[config.mk]
export PLATFORM = sky130hd
export DESIGN_NAME = fir_frame_ctrl_flat
export DESIGN_NICKNAME = d
export VERILOG_FILES = /design/src/rtl/fir_frame_ctrl_if.sv /design/src/rtl/fir_frame_ctrl.sv /design/src/flat_wrapper.sv
export SDC_FILE = /design/constraint.sdc
export NUM_CORES = 1
export LEC_CHECK = 0
export CORE_ASPECT_RATIO = 0.9
export CORE_MARGIN = 4
export CORE_UTILIZATION = 35
export CTS_CLUSTER_DIAMETER = 120
export DETAILED_ROUTE_END_ITERATION = 8
export HOLD_SLACK_MARGIN = 0.1
export PLACE_DENSITY = 0.64
export SYNTH_ARGS = -nofsm -noshare
export SYNTH_HDL_FRONTEND = slang
export SYNTH_SLANG_ARGS = --single-unit
[constraint.sdc]
create_clock -name clk -period 7.9 [get_ports clk]
set_input_delay 1.58 -clock clk [delete_from_list [all_inputs] [get_ports clk]]
set_output_delay 1.58 -clock clk [all_outputs]
set_load 0.01 [all_outputs]
[src/rtl/fir_frame_ctrl_if.sv]
// ----------------------------------------------------------------------------
// fir_frame_ctrl_if
// Control, sample-stream and result-stream bundle for fir_frame_ctrl.
//   cfg_we/cfg_addr/cfg_data/cfg_err : coefficient bank write port
//   start/frame_len/busy/done        : frame control and status
//   underrun                         : sticky "source was empty during RUN"
//   s_valid/s_data/s_ready           : sample source (valid/ready)
//   m_valid/m_data/m_last            : FIR result stream (no back-pressure)
// The master modport is the system side; the slave modport is the controller.
// ----------------------------------------------------------------------------
interface fir_frame_ctrl_if #(
  parameter int LEN_W = 8
) ();
  logic                    cfg_we;
  logic [1:0]              cfg_addr;
  logic [7:0]              cfg_data;
  logic                    cfg_err;
  logic                    start;
  logic [LEN_W-1:0]        frame_len;
  logic                    busy;
  logic                    done;
  logic                    underrun;
  logic                    s_valid;
  logic signed [7:0]       s_data;
  logic                    s_ready;
  logic                    m_valid;
  logic signed [10:0]      m_data;
  logic                    m_last;

  modport master (
    output cfg_we, cfg_addr, cfg_data, start, frame_len, s_valid, s_data,
    input  cfg_err, busy, done, underrun, s_ready, m_valid, m_data, m_last
  );

  modport slave (
    input  cfg_we, cfg_addr, cfg_data, start, frame_len, s_valid, s_data,
    output cfg_err, busy, done, underrun, s_ready, m_valid, m_data, m_last
  );
endinterface

[src/rtl/fir_frame_ctrl.sv]
// ----------------------------------------------------------------------------
// fir_frame_ctrl
// Frame sequencer for a 4-tap FIR shift-register datapath. Holds the
// coefficient bank, primes the FIR history with zeros, streams frame_len
// samples from a valid/ready source, flushes the tail with zeros and tags
// every FIR result with m_valid/m_last.
// Ports:
//   clk, rst   : clock, asynchronous active-high reset
//   bus        : control / sample / result bundle (slave side)
//   fir_xn     : sample presented to the FIR
//   fir_w0..3  : coefficient bank presented to the FIR
//   fir_out    : FIR result, FIR_LAT cycles after fir_xn
// ----------------------------------------------------------------------------
module fir_frame_ctrl #(
  parameter int TAPS    = 4,
  parameter int FIR_LAT = 1,
  parameter int LEN_W   = 8
) (
  input  logic               clk,
  input  logic               rst,
  fir_frame_ctrl_if.slave    bus,
  output logic signed [7:0]  fir_xn,
  output logic [7:0]         fir_w0,
  output logic [7:0]         fir_w1,
  output logic [7:0]         fir_w2,
  output logic [7:0]         fir_w3,
  input  logic signed [10:0] fir_out
);

  localparam logic [2:0] IDLE  = 3'd0;
  localparam logic [2:0] PRIME = 3'd1;
  localparam logic [2:0] RUN   = 3'd2;
  localparam logic [2:0] FLUSH = 3'd3;
  localparam logic [2:0] DRAIN = 3'd4;

  localparam logic [LEN_W-1:0] CNT_ZERO  = {LEN_W{1'b0}};
  localparam logic [LEN_W-1:0] CNT_ONE   = LEN_W'(1);
  // Prime and flush each last TAPS-1 cycles; the counter stops at TAPS-2.
  localparam logic [LEN_W-1:0] SIDE_LAST = LEN_W'(TAPS - 2);

  logic [2:0]         state;
  logic [2:0]         state_next;
  logic [LEN_W-1:0]   cnt;
  logic [LEN_W-1:0]   cnt_next;
  logic [LEN_W-1:0]   len;
  logic               start_ok;
  logic               slot_tag;
  logic               slot_last;
  logic signed [7:0]  xn_next;
  // Index 0 is aligned with fir_xn; index FIR_LAT is aligned with fir_out.
  logic [FIR_LAT:0]   tag_pipe;
  logic [FIR_LAT:0]   last_pipe;
  logic [7:0]         coef [0:3];

  assign start_ok = (state == IDLE) && bus.start && (bus.frame_len != CNT_ZERO);

  // The source is only ever consumed in RUN, one sample per cycle.
  assign bus.s_ready = (state == RUN);

  assign fir_w0 = coef[0];
  assign fir_w1 = coef[1];
  assign fir_w2 = coef[2];
  assign fir_w3 = coef[3];

  // Next-state, slot counter and the sample/tag loaded into the FIR this cycle.
  always_comb begin
    state_next = state;
    cnt_next   = cnt;
    xn_next    = 8'sd0;
    slot_tag   = 1'b0;
    slot_last  = 1'b0;
    case (state)
      IDLE: begin
        if (start_ok) begin
          state_next = PRIME;
          cnt_next   = CNT_ZERO;
        end else begin
          state_next = IDLE;
        end
      end
      PRIME: begin
        if (cnt == SIDE_LAST) begin
          state_next = RUN;
          cnt_next   = CNT_ZERO;
        end else begin
          cnt_next = cnt + CNT_ONE;
        end
      end
      RUN: begin
        slot_tag = 1'b1;
        // A missing sample still occupies its slot, as a zero.
        if (bus.s_valid) begin
          xn_next = bus.s_data;
        end else begin
          xn_next = 8'sd0;
        end
        if (cnt == (len - CNT_ONE)) begin
          state_next = FLUSH;
          cnt_next   = CNT_ZERO;
        end else begin
          cnt_next = cnt + CNT_ONE;
        end
      end
      FLUSH: begin
        slot_tag = 1'b1;
        if (cnt == SIDE_LAST) begin
          slot_last  = 1'b1;
          state_next = DRAIN;
          cnt_next   = CNT_ZERO;
        end else begin
          cnt_next = cnt + CNT_ONE;
        end
      end
      DRAIN: begin
        // m_last/done are high this cycle: the frame is fully delivered.
        if (bus.m_last) begin
          state_next = IDLE;
        end else begin
          state_next = DRAIN;
        end
      end
      default: begin
        state_next = IDLE;
        cnt_next   = CNT_ZERO;
      end
    endcase
  end

  // Sequencer state, sample register, frame length, busy and underrun.
  always_ff @(posedge clk or posedge rst) begin
    if (rst) begin
      state        <= IDLE;
      cnt          <= CNT_ZERO;
      len          <= CNT_ZERO;
      fir_xn       <= 8'sd0;
      bus.busy     <= 1'b0;
      bus.underrun <= 1'b0;
    end else begin
      state    <= state_next;
      cnt      <= cnt_next;
      fir_xn   <= xn_next;
      bus.busy <= (state_next != IDLE);
      if (start_ok) begin
        len <= bus.frame_len;
      end else begin
        len <= len;
      end
      if (start_ok) begin
        bus.underrun <= 1'b0;
      end else if ((state == RUN) && !bus.s_valid) begin
        bus.underrun <= 1'b1;
      end else begin
        bus.underrun <= bus.underrun;
      end
    end
  end

  // Tag/last delay line that tracks each slot through the FIR latency.
  always_ff @(posedge clk or posedge rst) begin
    if (rst) begin
      tag_pipe  <= '0;
      last_pipe <= '0;
    end else begin
      tag_pipe[0]  <= slot_tag;
      last_pipe[0] <= slot_last;
      for (int i = 1; i <= FIR_LAT; i++) begin
        tag_pipe[i]  <= tag_pipe[i-1];
        last_pipe[i] <= last_pipe[i-1];
      end
    end
  end

  // Result stream: capture fir_out when its tag arrives, otherwise hold.
  always_ff @(posedge clk or posedge rst) begin
    if (rst) begin
      bus.m_valid <= 1'b0;
      bus.m_last  <= 1'b0;
      bus.m_data  <= 11'sd0;
      bus.done    <= 1'b0;
    end else begin
      bus.m_valid <= tag_pipe[FIR_LAT];
      bus.m_last  <= last_pipe[FIR_LAT];
      bus.done    <= last_pipe[FIR_LAT] && (state == DRAIN);
      if (tag_pipe[FIR_LAT]) begin
        bus.m_data <= fir_out;
      end else begin
        bus.m_data <= bus.m_data;
      end
    end
  end

  // Coefficient bank: writable only while idle; other writes flag cfg_err.
  always_ff @(posedge clk or posedge rst) begin
    if (rst) begin
      for (int i = 0; i < 4; i++) begin
        coef[i] <= 8'd0;
      end
      bus.cfg_err <= 1'b0;
    end else begin
      if (bus.cfg_we && (state == IDLE)) begin
        coef[bus.cfg_addr] <= bus.cfg_data;
      end else begin
        coef[bus.cfg_addr] <= coef[bus.cfg_addr];
      end
      bus.cfg_err <= bus.cfg_we && (state != IDLE);
    end
  end

endmodule

[src/flat_wrapper.sv]
// flat-port wrapper written by rule: the top's interface ports become plain ports
module fir_frame_ctrl_flat 
#(
  parameter int TAPS    = 4,
  parameter int FIR_LAT = 1,
  parameter int LEN_W   = 8
)
  (clk, rst, fir_xn, fir_w0, fir_w1, fir_w2, fir_w3, fir_out, bus_cfg_we, bus_cfg_addr, bus_cfg_data, bus_start, bus_frame_len, bus_s_valid, bus_s_data, bus_cfg_err, bus_busy, bus_done, bus_underrun, bus_s_ready, bus_m_valid, bus_m_data, bus_m_last);
  fir_frame_ctrl_if #(.LEN_W(LEN_W)) bus_i ();
  input  logic clk;
  input  logic rst;
  output logic signed [7:0] fir_xn;
  output logic [7:0] fir_w0;
  output logic [7:0] fir_w1;
  output logic [7:0] fir_w2;
  output logic [7:0] fir_w3;
  input  logic signed [10:0] fir_out;
  input wire logic [$bits(bus_i.cfg_we)-1:0] bus_cfg_we;
  input wire logic [$bits(bus_i.cfg_addr)-1:0] bus_cfg_addr;
  input wire logic [$bits(bus_i.cfg_data)-1:0] bus_cfg_data;
  input wire logic [$bits(bus_i.start)-1:0] bus_start;
  input wire logic [$bits(bus_i.frame_len)-1:0] bus_frame_len;
  input wire logic [$bits(bus_i.s_valid)-1:0] bus_s_valid;
  input wire logic [$bits(bus_i.s_data)-1:0] bus_s_data;
  output wire logic [$bits(bus_i.cfg_err)-1:0] bus_cfg_err;
  output wire logic [$bits(bus_i.busy)-1:0] bus_busy;
  output wire logic [$bits(bus_i.done)-1:0] bus_done;
  output wire logic [$bits(bus_i.underrun)-1:0] bus_underrun;
  output wire logic [$bits(bus_i.s_ready)-1:0] bus_s_ready;
  output wire logic [$bits(bus_i.m_valid)-1:0] bus_m_valid;
  output wire logic [$bits(bus_i.m_data)-1:0] bus_m_data;
  output wire logic [$bits(bus_i.m_last)-1:0] bus_m_last;
  assign bus_i.cfg_we = bus_cfg_we;
  assign bus_i.cfg_addr = bus_cfg_addr;
  assign bus_i.cfg_data = bus_cfg_data;
  assign bus_i.start = bus_start;
  assign bus_i.frame_len = bus_frame_len;
  assign bus_i.s_valid = bus_s_valid;
  assign bus_i.s_data = bus_s_data;
  assign bus_cfg_err = bus_i.cfg_err;
  assign bus_busy = bus_i.busy;
  assign bus_done = bus_i.done;
  assign bus_underrun = bus_i.underrun;
  assign bus_s_ready = bus_i.s_ready;
  assign bus_m_valid = bus_i.m_valid;
  assign bus_m_data = bus_i.m_data;
  assign bus_m_last = bus_i.m_last;
  fir_frame_ctrl #(.TAPS(TAPS), .FIR_LAT(FIR_LAT), .LEN_W(LEN_W)) u_core (.clk(clk), .rst(rst), .bus(bus_i), .fir_xn(fir_xn), .fir_w0(fir_w0), .fir_w1(fir_w1), .fir_w2(fir_w2), .fir_w3(fir_w3), .fir_out(fir_out));
endmodule
==> flow_summary_export.csv <==
group,metric,value,unit
grt,grt_max_degree,81,
grt,antenna_found_initial,0,
synth,synthMuxAreaShare,13.4,%
timing,rsz0062_at_grt,"no",
setup_path,r2r-start,"u_core.len[0]",
synth,synth_top_family_by_area,"simple AND/OR/NAND/NOR gates",
timing,finalClockSkew,0.0115,ns
timing,worstMarginPinSlew,0.996,ns
routing,drc,0,
placed_design,place_inst,520,
setup_path,regToRegEndpoint,"u_core.cnt[4]",
clocking,post_cts_buffers,0,
placed_design,place_area,0.00471,mm2
cells_and_area,final_util,50.7,%
timing,setup_viol,0,
synth,synth_edf_count,0,
synth,syn-cell-area,0.00362,mm2
floorplan,io_pins,100,
synth,ys_ff_latch,80,
floorplan,die_area,0.0120,mm2
min_path,hold_path_class,"flip-flop to flip-flop",
clocking,path_clk_slew,0.06,ns
clocking,cts_tree,"built",
pwr,ir_drop,0.134,mV
min_path,hold_path_depth,0,
routing,drt_iter0_drc,138,
placed_design,dpl_worst_slack,4.18,ns
clocking,htreeDepth,3,
placed_design,portBuffers,99,
pwr,p_total,1.12,mW
synth,synth_ff_type,"dfrtp_1",
routing,wl_per_cell,16.1,um
timing,fmax,282,MHz
routing,vias,2641,
timing,fin_crit,3.54,ns
clocking,worstSkewPairLatency,0.33,ns
setup_path,reg2reg_depth,8,
clocking,cts_root_buf,"clkbuf_16",
synth,syn_inst,309,
cells_and_area,drive_above_1_share,13.4,%
setup_path,worstSetupStartpoint,"u_core.state[2]",
run,drv_cap,0,
floorplan,core,0.00987,mm2
timing,slew_headroom,33.6,%
floorplan,die-width,115,um
synth,synth_xor_area_share,2.90,%
clocking,ctsResizeCount,0,
synth,synth_nets,354,
grt,grt_use_total,14.6,%
setup_path,worst_setup_path_start_kind,"flip-flop",
placed_design,gp_congestion,0.797,
placed_design,dp_hpwl,6.26,mm
clocking,clkSinkCount,80,
routing,wirelength,8.64,mm
timing,hold_viol,0,
synth,async_flop_share,100,%
cells_and_area,stdcell_count,536,
floorplan,fp.dieH,104,um
floorplan,initial_core_util,36.7,%
setup_path,required,6.32,ns
cells_and_area,fillers,905,
timing,finalCritPeriodShare,44.8,%
clocking,cts_made_buffers,9,
pwr,power_leakage,2.18,nW
cells_and_area,final_nets,450,
synth,syn_area_per_cell,11.7,um2
synth,synth-simple-area-share,14.7,%
setup_path,cp_data_arrival_time,1.96,ns
cells_and_area,fin_area,0.00500,mm2
routing,ant_nets,0,
timing,drv_slew,0,
grt,grt_pass1_vias,2653,
routing,via_per_inst,4.93,
synth,synth_compound_area_share,9.68,%
synth,yosys_warnings,0,
timing,fin_tns_setup,0,ns
grt,grt_overflow,0,
setup_path,worstSetupEndpoint,"bus_s_ready",
setup_path,reg2reg_slack,5.42,ns
cells_and_area,syn_to_final_growth,38.2,%
timing,setup_ws,4.36,ns
setup_path,critPathKind,"flip-flop to output pin",
setup_path,crit_fanout,10,
run_status,status,"complete, no violations",
floorplan,row_count,34,
grt,grt_pass1_wl,14.0,mm
timing,holdWs,0.349,ns
cells_and_area,n_antenna_cell,0,
synth,ys_seq_area_share,55.3,%
routing,dr.pass1.iters,4,
synth,synth_fa_ha_area_share,1.31,%
clocking,max-clock-path-buffers,2,
clocking,hold_buffers,0,
setup_path,end_kind,"output pin",
pwr,p_per_area,223,mW/mm2
synth,synth.distinct_cells,49,
[sequential cells by signal, summed over array words and instances (netlist names)]
name / cells
u_core.bus.m_data: 11
u_core.cnt: 8
u_core.fir_w0: 8
u_core.fir_w1: 8
u_core.fir_w2: 8
u_core.fir_w3: 8
u_core.fir_xn: 8
u_core.len: 8
u_core.state: 3
u_core.last_pipe: 2
u_core.tag_pipe: 2
u_core.bus.busy: 1
u_core.bus.cfg_err: 1
u_core.bus.done: 1
u_core.bus.m_last: 1
u_core.bus.m_valid: 1
u_core.bus.underrun: 1
[worst min-delay path by stage]
stage / slack (ns) / end / start
4_1_cts: 0.35 / u_core.tag_pipe[1] / u_core.tag_pipe[0]
6_report: 0.35 / u_core.tag_pipe[1] / u_core.tag_pipe[0]
2_1_floorplan: 0.33 / u_core.last_pipe[1] / u_core.last_pipe[0]
3_3_place_gp: 0.33 / u_core.last_pipe[1] / u_core.last_pipe[0]
3_5_place_dp: 0.33 / u_core.tag_pipe[1] / u_core.tag_pipe[0]
5_1_grt: 0.37 / u_core.tag_pipe[1] / u_core.tag_pipe[0]
[synth_stat cells, drive strengths merged, types with 3 or more instances]
| master | number | area, um2 |
|---|---|---|
| and2 | 5 | 33.8 |
| a21oi | 8 | 40.0 |
| nand4 | 4 | 25.0 |
| ha | 3 | 37.5 |
| nor2 | 24 | 90.1 |
| or4 | 4 | 33.8 |
| dfrtp | 80 | 2000 |
| and3 | 9 | 56.3 |
| mux2i | 8 | 80.1 |
| xor2 | 5 | 43.8 |
| nand2 | 29 | 109 |
| mux4 | 8 | 180 |
| o21ai | 25 | 125 |
| a22o | 3 | 27.5 |
| xnor2 | 7 | 61.3 |
| inv | 7 | 26.3 |
| nand3 | 6 | 30.0 |
| nor3 | 5 | 25.0 |
| mux2 | 20 | 225 |
| clkbuf | 11 | 41.3 |
| nand2b | 6 | 37.5 |
| buf | 4 | 23.8 |
| a21o | 4 | 30.0 |
[worst max-delay path, cell delays in order (launching register included)]
cell and delay [ns]:
dfrtp_1 0.49, nand2b_1 0.17, inv_1 0.06, nand2b_1 0.13, clkinv_1 0.24, clkdlybuf4s50_1 0.56
[metal layers]
metal / share of wire, % / up-vias / global-route usage, % / wire, um
li1: - / 1283 / - / -
met1: 48 / 1287 / 20.8 / 4160
met2: 45 / 63 / 22.2 / 3930
met3: 5.3 / 8 / 3.08 / 460
met4: 1.1 / 0 / 4.53 / 92
met5: 0 / - / 0 / 0
[cell usage in the layout, fill, tap and decap left out, types with 4 or more instances in the layout]
master           count
nand2b_1             6
a21oi_1              8
xor2_1               5
mux2i_1              8
mux4_2               8
inv_1                6
clkdlybuf4s50_1     99
o21ai_0             25
a21o_1               4
mux2_2              20
xnor2_1              7
nand3_1              6
nand4_1              4
nor3_1               5
clkbuf_16            9
nand2_1             29
and2_1               4
dfrtp_1             80
and3_1               9
nor2_1              24
[final cells by class]
cell class                 count  area (um2)  share of cell area [%]
sequential                    80        2000                    40.0
multi-input combinational    206        1520                    30.4
timing repair buffer         100         998                    20.0
clock buffer                  10         239                    4.78
tap                          126         158                    3.15
clock inverter                 6        50.0                    1.00
inverter                       8        31.3                   0.626
[kinds of logic (layout without fill, tap and decap cells)]
logic type / Yosys count / after routing
XOR/XNOR: 12 / 12
AO/OA/AOI/OAI: 50 / 50
AND/OR/NAND/NOR: 104 / 104
flip-flops: 80 / 80
multiplexers: 36 / 36
buffers and inverters: 23 / 124
adder cells (fa/ha/maj): 4 / 4
[power by group]
part           switching, mW  internal (mW)
sequential            0.0371          0.455
combinational         0.0940          0.131
clock                  0.173          0.225
No activity file was read; power rests on OpenSTA's default activity.
